==> src/rtl/ex_pkg.sv <==
// EX stage shared types: ALU op codes, select encodings, funct
// constants, control-bit positions and the EX/MEM bundle.
package ex_pkg;

    localparam logic [1:0] ALUOP_ADD   = 2'b00;
    localparam logic [1:0] ALUOP_SUB   = 2'b01;
    localparam logic [1:0] ALUOP_FUNCT = 2'b10;
    localparam logic [1:0] ALUOP_ADD2  = 2'b11;

    typedef enum logic [2:0] {
        ALU_AND = 3'b000,
        ALU_OR  = 3'b001,
        ALU_ADD = 3'b010,
        ALU_SUB = 3'b110,
        ALU_SLT = 3'b111
    } alu_sel_e;

    localparam logic [5:0] FUNCT_ADD = 6'h20;
    localparam logic [5:0] FUNCT_SUB = 6'h22;
    localparam logic [5:0] FUNCT_AND = 6'h24;
    localparam logic [5:0] FUNCT_OR  = 6'h25;
    localparam logic [5:0] FUNCT_SLT = 6'h2A;

    localparam int WB_REGWRITE = 1;
    localparam int WB_MEMTOREG = 0;
    localparam int M_BRANCH    = 2;
    localparam int M_MEMREAD   = 1;
    localparam int M_MEMWRITE  = 0;
    localparam int EX_REGDST   = 3;
    localparam int EX_ALUOP_HI = 2;
    localparam int EX_ALUOP_LO = 1;
    localparam int EX_ALUSRC   = 0;

    typedef struct packed {
        logic [1:0]  wb_ctl;
        logic [2:0]  m_ctl;
        logic [31:0] add_result;
        logic        zero;
        logic [31:0] alu_result;
        logic [31:0] rdata2;
        logic [4:0]  dest_reg;
    } exm_t;

    // Unlisted funct codes fall back to add.
    function automatic alu_sel_e funct_sel(input logic [5:0] f);
        alu_sel_e s;
        s = ALU_ADD;
        unique case (1'b1)
            (f == FUNCT_ADD): s = ALU_ADD;
            (f == FUNCT_SUB): s = ALU_SUB;
            (f == FUNCT_AND): s = ALU_AND;
            (f == FUNCT_OR):  s = ALU_OR;
            (f == FUNCT_SLT): s = ALU_SLT;
            default:          s = ALU_ADD;
        endcase
        return s;
    endfunction

endpackage

==> src/rtl/ex_mem_if.sv <==
// EX/MEM pipeline register bundle as seen by the MEM stage.
interface ex_mem_if;

    logic [1:0]  exm_wb_ctl;
    logic [2:0]  exm_m_ctl;
    logic [31:0] exm_add_result;
    logic        exm_zero;
    logic [31:0] exm_alu_result;
    logic [31:0] exm_rdata2;
    logic [4:0]  exm_dest_reg;

    modport master (
        output exm_wb_ctl, exm_m_ctl, exm_add_result, exm_zero,
        output exm_alu_result, exm_rdata2, exm_dest_reg
    );

    modport slave (
        input exm_wb_ctl, exm_m_ctl, exm_add_result, exm_zero,
        input exm_alu_result, exm_rdata2, exm_dest_reg
    );

endinterface

==> src/rtl/alu32.sv <==
// 32-bit combinational ALU: and/or/add/sub/signed slt plus zero flag.
module alu32
    import ex_pkg::*;
(
    input  alu_sel_e    sel,
    input  logic [31:0] a,
    input  logic [31:0] b,
    output logic [31:0] result,
    output logic        zero
);

    always_comb begin
        result = '0;
        unique case (sel)
            ALU_AND: result = a & b;
            ALU_OR:  result = a | b;
            ALU_ADD: result = a + b;
            ALU_SUB: result = a - b;
            ALU_SLT: result = {31'b0, $signed(a) < $signed(b)};
            default: result = a + b;
        endcase
    end

    assign zero = (result == 32'h0);

endmodule

==> src/rtl/ex_stage.sv <==
// Execute stage: operand muxing, ALU control, branch target and
// the EX/MEM pipeline register with hold/flush.
module ex_stage
    import ex_pkg::*;
(
    input  logic        clk,
    input  logic        reset,
    input  logic [1:0]  wb_ctlout,
    input  logic [2:0]  m_ctlout,
    input  logic [3:0]  ex_ctlout,
    input  logic [31:0] npcout,
    input  logic [31:0] rdata1out,
    input  logic [31:0] rdata2out,
    input  logic [31:0] s_extendout,
    input  logic [4:0]  instrout_1511,
    input  logic [4:0]  instrout_2016,
    input  logic        hold,
    input  logic        flush,
    ex_mem_if.master    exm
);

    logic [1:0]  aluop;
    logic        alusrc;
    logic        regdst;
    logic [31:0] op_b;
    alu_sel_e    alu_sel;
    logic [31:0] alu_res;
    logic        alu_zero;
    exm_t        d;
    exm_t        q;

    assign aluop  = ex_ctlout[EX_ALUOP_HI:EX_ALUOP_LO];
    assign alusrc = ex_ctlout[EX_ALUSRC];
    assign regdst = ex_ctlout[EX_REGDST];
    assign op_b   = alusrc ? s_extendout : rdata2out;

    always_comb begin
        alu_sel = ALU_ADD;
        unique case (aluop)
            ALUOP_ADD:   alu_sel = ALU_ADD;
            ALUOP_SUB:   alu_sel = ALU_SUB;
            ALUOP_FUNCT: alu_sel = funct_sel(s_extendout[5:0]);
            ALUOP_ADD2:  alu_sel = ALU_ADD;
        endcase
    end

    alu32 u_alu (
        .sel    (alu_sel),
        .a      (rdata1out),
        .b      (op_b),
        .result (alu_res),
        .zero   (alu_zero)
    );

    always_comb begin
        d.wb_ctl     = wb_ctlout;
        d.m_ctl      = m_ctlout;
        d.add_result = npcout + {s_extendout[29:0], 2'b00};
        d.zero       = alu_zero;
        d.alu_result = alu_res;
        d.rdata2     = rdata2out;
        d.dest_reg   = regdst ? instrout_1511 : instrout_2016;
    end

    // Reset beats flush, flush beats hold.
    always_ff @(posedge clk) begin
        if (!reset) begin
            q <= '0;
        end else if (flush) begin
            q        <= d;
            q.wb_ctl <= '0;
            q.m_ctl  <= '0;
        end else if (!hold) begin
            q <= d;
        end
    end

    assign exm.exm_wb_ctl     = q.wb_ctl;
    assign exm.exm_m_ctl      = q.m_ctl;
    assign exm.exm_add_result = q.add_result;
    assign exm.exm_zero       = q.zero;
    assign exm.exm_alu_result = q.alu_result;
    assign exm.exm_rdata2     = q.rdata2;
    assign exm.exm_dest_reg   = q.dest_reg;

endmodule

==> src/flat_wrapper.sv <==
// flat-port wrapper written by rule: the top's interface ports become plain ports
module ex_stage_flat import ex_pkg::*;
  (clk, reset, wb_ctlout, m_ctlout, ex_ctlout, npcout, rdata1out, rdata2out, s_extendout, instrout_1511, instrout_2016, hold, flush, exm_exm_wb_ctl, exm_exm_m_ctl, exm_exm_add_result, exm_exm_zero, exm_exm_alu_result, exm_exm_rdata2, exm_exm_dest_reg);
  ex_mem_if exm_i ();
  input  logic clk;
  input  logic reset;
  input  logic [1:0] wb_ctlout;
  input  logic [2:0] m_ctlout;
  input  logic [3:0] ex_ctlout;
  input  logic [31:0] npcout;
  input  logic [31:0] rdata1out;
  input  logic [31:0] rdata2out;
  input  logic [31:0] s_extendout;
  input  logic [4:0] instrout_1511;
  input  logic [4:0] instrout_2016;
  input  logic hold;
  input  logic flush;
  output wire logic [$bits(exm_i.exm_wb_ctl)-1:0] exm_exm_wb_ctl;
  output wire logic [$bits(exm_i.exm_m_ctl)-1:0] exm_exm_m_ctl;
  output wire logic [$bits(exm_i.exm_add_result)-1:0] exm_exm_add_result;
  output wire logic [$bits(exm_i.exm_zero)-1:0] exm_exm_zero;
  output wire logic [$bits(exm_i.exm_alu_result)-1:0] exm_exm_alu_result;
  output wire logic [$bits(exm_i.exm_rdata2)-1:0] exm_exm_rdata2;
  output wire logic [$bits(exm_i.exm_dest_reg)-1:0] exm_exm_dest_reg;
  assign exm_exm_wb_ctl = exm_i.exm_wb_ctl;
  assign exm_exm_m_ctl = exm_i.exm_m_ctl;
  assign exm_exm_add_result = exm_i.exm_add_result;
  assign exm_exm_zero = exm_i.exm_zero;
  assign exm_exm_alu_result = exm_i.exm_alu_result;
  assign exm_exm_rdata2 = exm_i.exm_rdata2;
  assign exm_exm_dest_reg = exm_i.exm_dest_reg;
  ex_stage u_core (.clk(clk), .reset(reset), .wb_ctlout(wb_ctlout), .m_ctlout(m_ctlout), .ex_ctlout(ex_ctlout), .npcout(npcout), .rdata1out(rdata1out), .rdata2out(rdata2out), .s_extendout(s_extendout), .instrout_1511(instrout_1511), .instrout_2016(instrout_2016), .hold(hold), .flush(flush), .exm(exm_i));
endmodule
==> config.mk <==
export PLATFORM = sky130hd
export DESIGN_NAME = ex_stage_flat
export DESIGN_NICKNAME = d
export VERILOG_FILES = /design/src/rtl/ex_pkg.sv /design/src/rtl/ex_mem_if.sv /design/src/rtl/alu32.sv /design/src/rtl/ex_stage.sv /design/src/flat_wrapper.sv
export SDC_FILE = /design/constraint.sdc
export NUM_CORES = 1
export LEC_CHECK = 0
export ABC_AREA = 1
export BUFFER_PORTS_ARGS = -buffer_cell sky130_fd_sc_hd__buf_4
export CAP_MARGIN = 20
export CORE_MARGIN = 2
export CORE_UTILIZATION = 57
export DETAILED_ROUTE_END_ITERATION = 6
export PLACE_DENSITY = 0.82
export SLEW_MARGIN = 5
export SYNTH_ARGS = -nofsm -noshare
export SYNTH_HDL_FRONTEND = slang
export SYNTH_SLANG_ARGS = --single-unit
==> constraint.sdc <==
create_clock -name clk -period 4.2 [get_ports clk]
set_input_delay 0.84 -clock clk [delete_from_list [all_inputs] [get_ports clk]]
set_output_delay 0.84 -clock clk [all_outputs]
set_load 0.1 [all_outputs]
==> results.md <==
- Status: finished, violations left
- Failing checks: DRC
- Syn Nets: 2509
- Flop-to-flop setup slack: 3310 ps
- Commonest non-fill, non-tap cell in the layout: nand2_1
- Cells after Synth: 2218
- Fin. max-slew vios: 0
- DR WL/cell: 18.22 µm
- Top delay family on crit path: simple AND/OR/NAND/NOR gates
- Vias per cell: 5.669
- CTS Buffer Depth: 2
- Yosys top cell area share: 0.1682
- Fmax achieved: 0.2546 GHz
- Starting DRC count in detailed routing: 1670
- Fin crit share: 0.9351
- Design area: 15550 µm²
- Vias: 15790
- Power consumption: 0.004967 W
- Final std cells w/o fill: 2785
- DRC: 3
- TNS Setup: 0 ps
- Global-route wire length before repair: 77.57 mm
- Worst hold path type: flop to flop
- Die ar.: 23550 µm²
- Area growth syn-to-layout: 22.11%
- Mapped cell area: 12730 µm²
- Antenna violations before repair: 1
- Final Critical Period: 3927 ps
- Rows: 54
- VDD IR-drop max: 0.0003352 V
- Final HPWL DP: 41.58 mm
- Relative max-transition margin: 0.3962
- Crit path DAT: 4210 ps
- Die Y: 153.5 µm
- Max-cap violations: 0
- Worst-path maximum fanout: 52
- Placed instance count: 2769
- Crit path cell chain: buf_4 > o21ai_0 > ha_1 > buf_4 > nor2_1 > inv_1 > nor2_1 > nand2_1 > nor2_1 > nand2_1 > nand3_1 > nand2_1 > nand3_1 > nand3_1 > nor2_1 > nand2_1 > nor2_1 > nand3_1 > a21oi_1
- EDFF count, synth: 0
- GRT Util Overall: 0.4155
- GP Congestion: 1.051
- Fin. Hold Viols: 0
- Main flop type after synthesis: dfxtp_1
- Synth cell types: 45
- ANT nets after route: 0
- Die Wd: 153.5 µm
- CTS Sinks: 107
- Vias in the first global route: 14790
- Post-synth ARST share: 0
- Core area: 21890 µm²
- WP buf/inv: 3
- Register area share after synthesis: 0.1682
- Pin count of the biggest net entering global routing: 103
- Crit path largest cell delay: 750 ps
- Post-layout util: 0.7103
- Crit-path most repeated cell: nor2_1
- DR pass1 iterations: 7
- Cell accounting for the most synthesized area: dfxtp_1
- Worst Max-Slew Pin Slew: 905.7 ps
- GRT Residual Overflow: 0
- Clk_skew: 0 ps
- Most frequent cells in the layout: 567 x nand2_1, 415 x inv_1, 334 x buf_4
- Setup Fix Bufs, Post-CTS: 0
- I/O pins: 258
- Port bufs: 257
- P_leak: 9.117 nW
- Post-synthesis sequential element count: 107
- Kind of end point of the critical path: flop
- Post-Route WL: 50.73 mm
- Worst skew pair latency: 350 ps
- Initial Util: 0.5817
- Placed Area: 15270 µm²
- H-tree lvl count: 3
- P per Cell Area: 319.4 nW/µm²
- Ys Warns: 0
- Share of cells above drive strength 1: 0.1697
- Nets: 2791
- CTS buffer count: 9
- # setup viols final: 0
- Startpoint Class: primary input
- Worst endpoint required time: 4480 ps
- Clk root buf: clkbuf_16
- Syn Area/Cell: 5.741 µm²
- Clk pin slew, worst setup/hold paths: 70 ps
- Worst Setup Path Type: primary input to flop
- RSZ-0062 raised after global routing: no
- CP max stage cell: o21ai_0
- Post-cts sizing count: 0
- Top cells by area, synth: dfxtp_1 17%, nand2_1 17%, ha_1 13%
- Post-CTS Hold Fix Bufs: 0
- CTS tree: done
worst register-to-register path: stages, from the launching register on:
cell,delay (ps)
dfxtp_1,420
o21ai_0,130
o21bai_1,210
inv_1,70
per-stage QoR:
stage	worst slack [ps]	hold WS (ps)
3_5_place_dp	-6.773	454.0
2_1_floorplan	673.4	883.4
3_3_place_gp	-54.76	445.2
6_report	272.5	461.6
5_1_grt	14.00	496.8
4_1_cts	356.6	464.3
cell families (layout without fill, tap and decap cells):
| logic type | after synthesis | count (layout) | synth area share |
|---|---|---|---|
| AOI/OAI and AO/OA | 377 | 377 | 0.1647 |
| xor gates and xnor gates | 25 | 25 | 0.01720 |
| adders and majority gates | 140 | 140 | 0.1393 |
| buffers and inverters | 497 | 783 | 0.1538 |
| DFF | 107 | 107 | 0.1682 |
| other | 0 | 1 | 0 |
| and+or+nand+nor | 1072 | 1072 | 0.3568 |
final cells by class:
cell class	instances	area [µm²]
antenna	1	2.502
clock buffer	11	242.7
clock inverter	4	33.78
fill	1943	6342
inverter	434	1632
multi-input combinational	1614	8638
sequential	107	2142
tap	280	350.3
timing repair buffer	334	2507
Yosys cell counts, types with 3 or more instances:
cell type,number
buf_2,5
nand4_1,29
o211ai_1,16
o21bai_1,39
buf_6,6
a21oi_1,133
inv_1,416
nor3_2,3
dfxtp_1,107
a21boi_0,3
inv_2,15
nor3_1,20
nand2_1,567
o21ai_1,4
nand3_2,3
nor2_2,24
xor2_1,16
nand2_2,15
ha_1,137
a21oi_2,4
fa_1,3
xnor2_1,9
or2_2,4
clkinv_1,3
clkbuf_1,39
a31oi_1,11
buf_4,11
nor2_1,242
nand2_4,3
nor2_4,3
and2_1,4
nand3b_1,4
nand3_1,146
o21ai_0,157
worst paths after layout:
check,endpoint,startpoint,depth (start not counted)
worst max register to register,u_core.exm.exm_alu_result[19]$_SDFFE_PN0P_,u_core.exm.exm_alu_result[19]$_SDFFE_PN0P_,3
worst min register to register,u_core.exm.exm_wb_ctl[1]$_SDFFE_PP0N_,u_core.exm.exm_wb_ctl[1]$_SDFFE_PP0N_,2
worst min-delay path,u_core.exm.exm_wb_ctl[1]$_SDFFE_PP0N_,u_core.exm.exm_wb_ctl[1]$_SDFFE_PP0N_,2
worst max-delay path,u_core.exm.exm_zero$_SDFFE_PN0P_,ex_ctlout[0],19
power breakdown:
part | internal [W] | switching [W]
clock | 0.000422 | 0.000402
combinational | 0.000835 | 0.00212
sequential | 0.00112 | 0.0000628
metal layers:
layer | vias up | track usage | wire length, µm
met5 | - | 0 | 0
met4 | 0 | 0.1813 | 2345
met3 | 166 | 0.08477 | 5988
met2 | 955 | 0.6862 | 23070
met1 | 7169 | 0.5251 | 19330
li1 | 7499 | - | -
(Power assumes the default switching activity.)
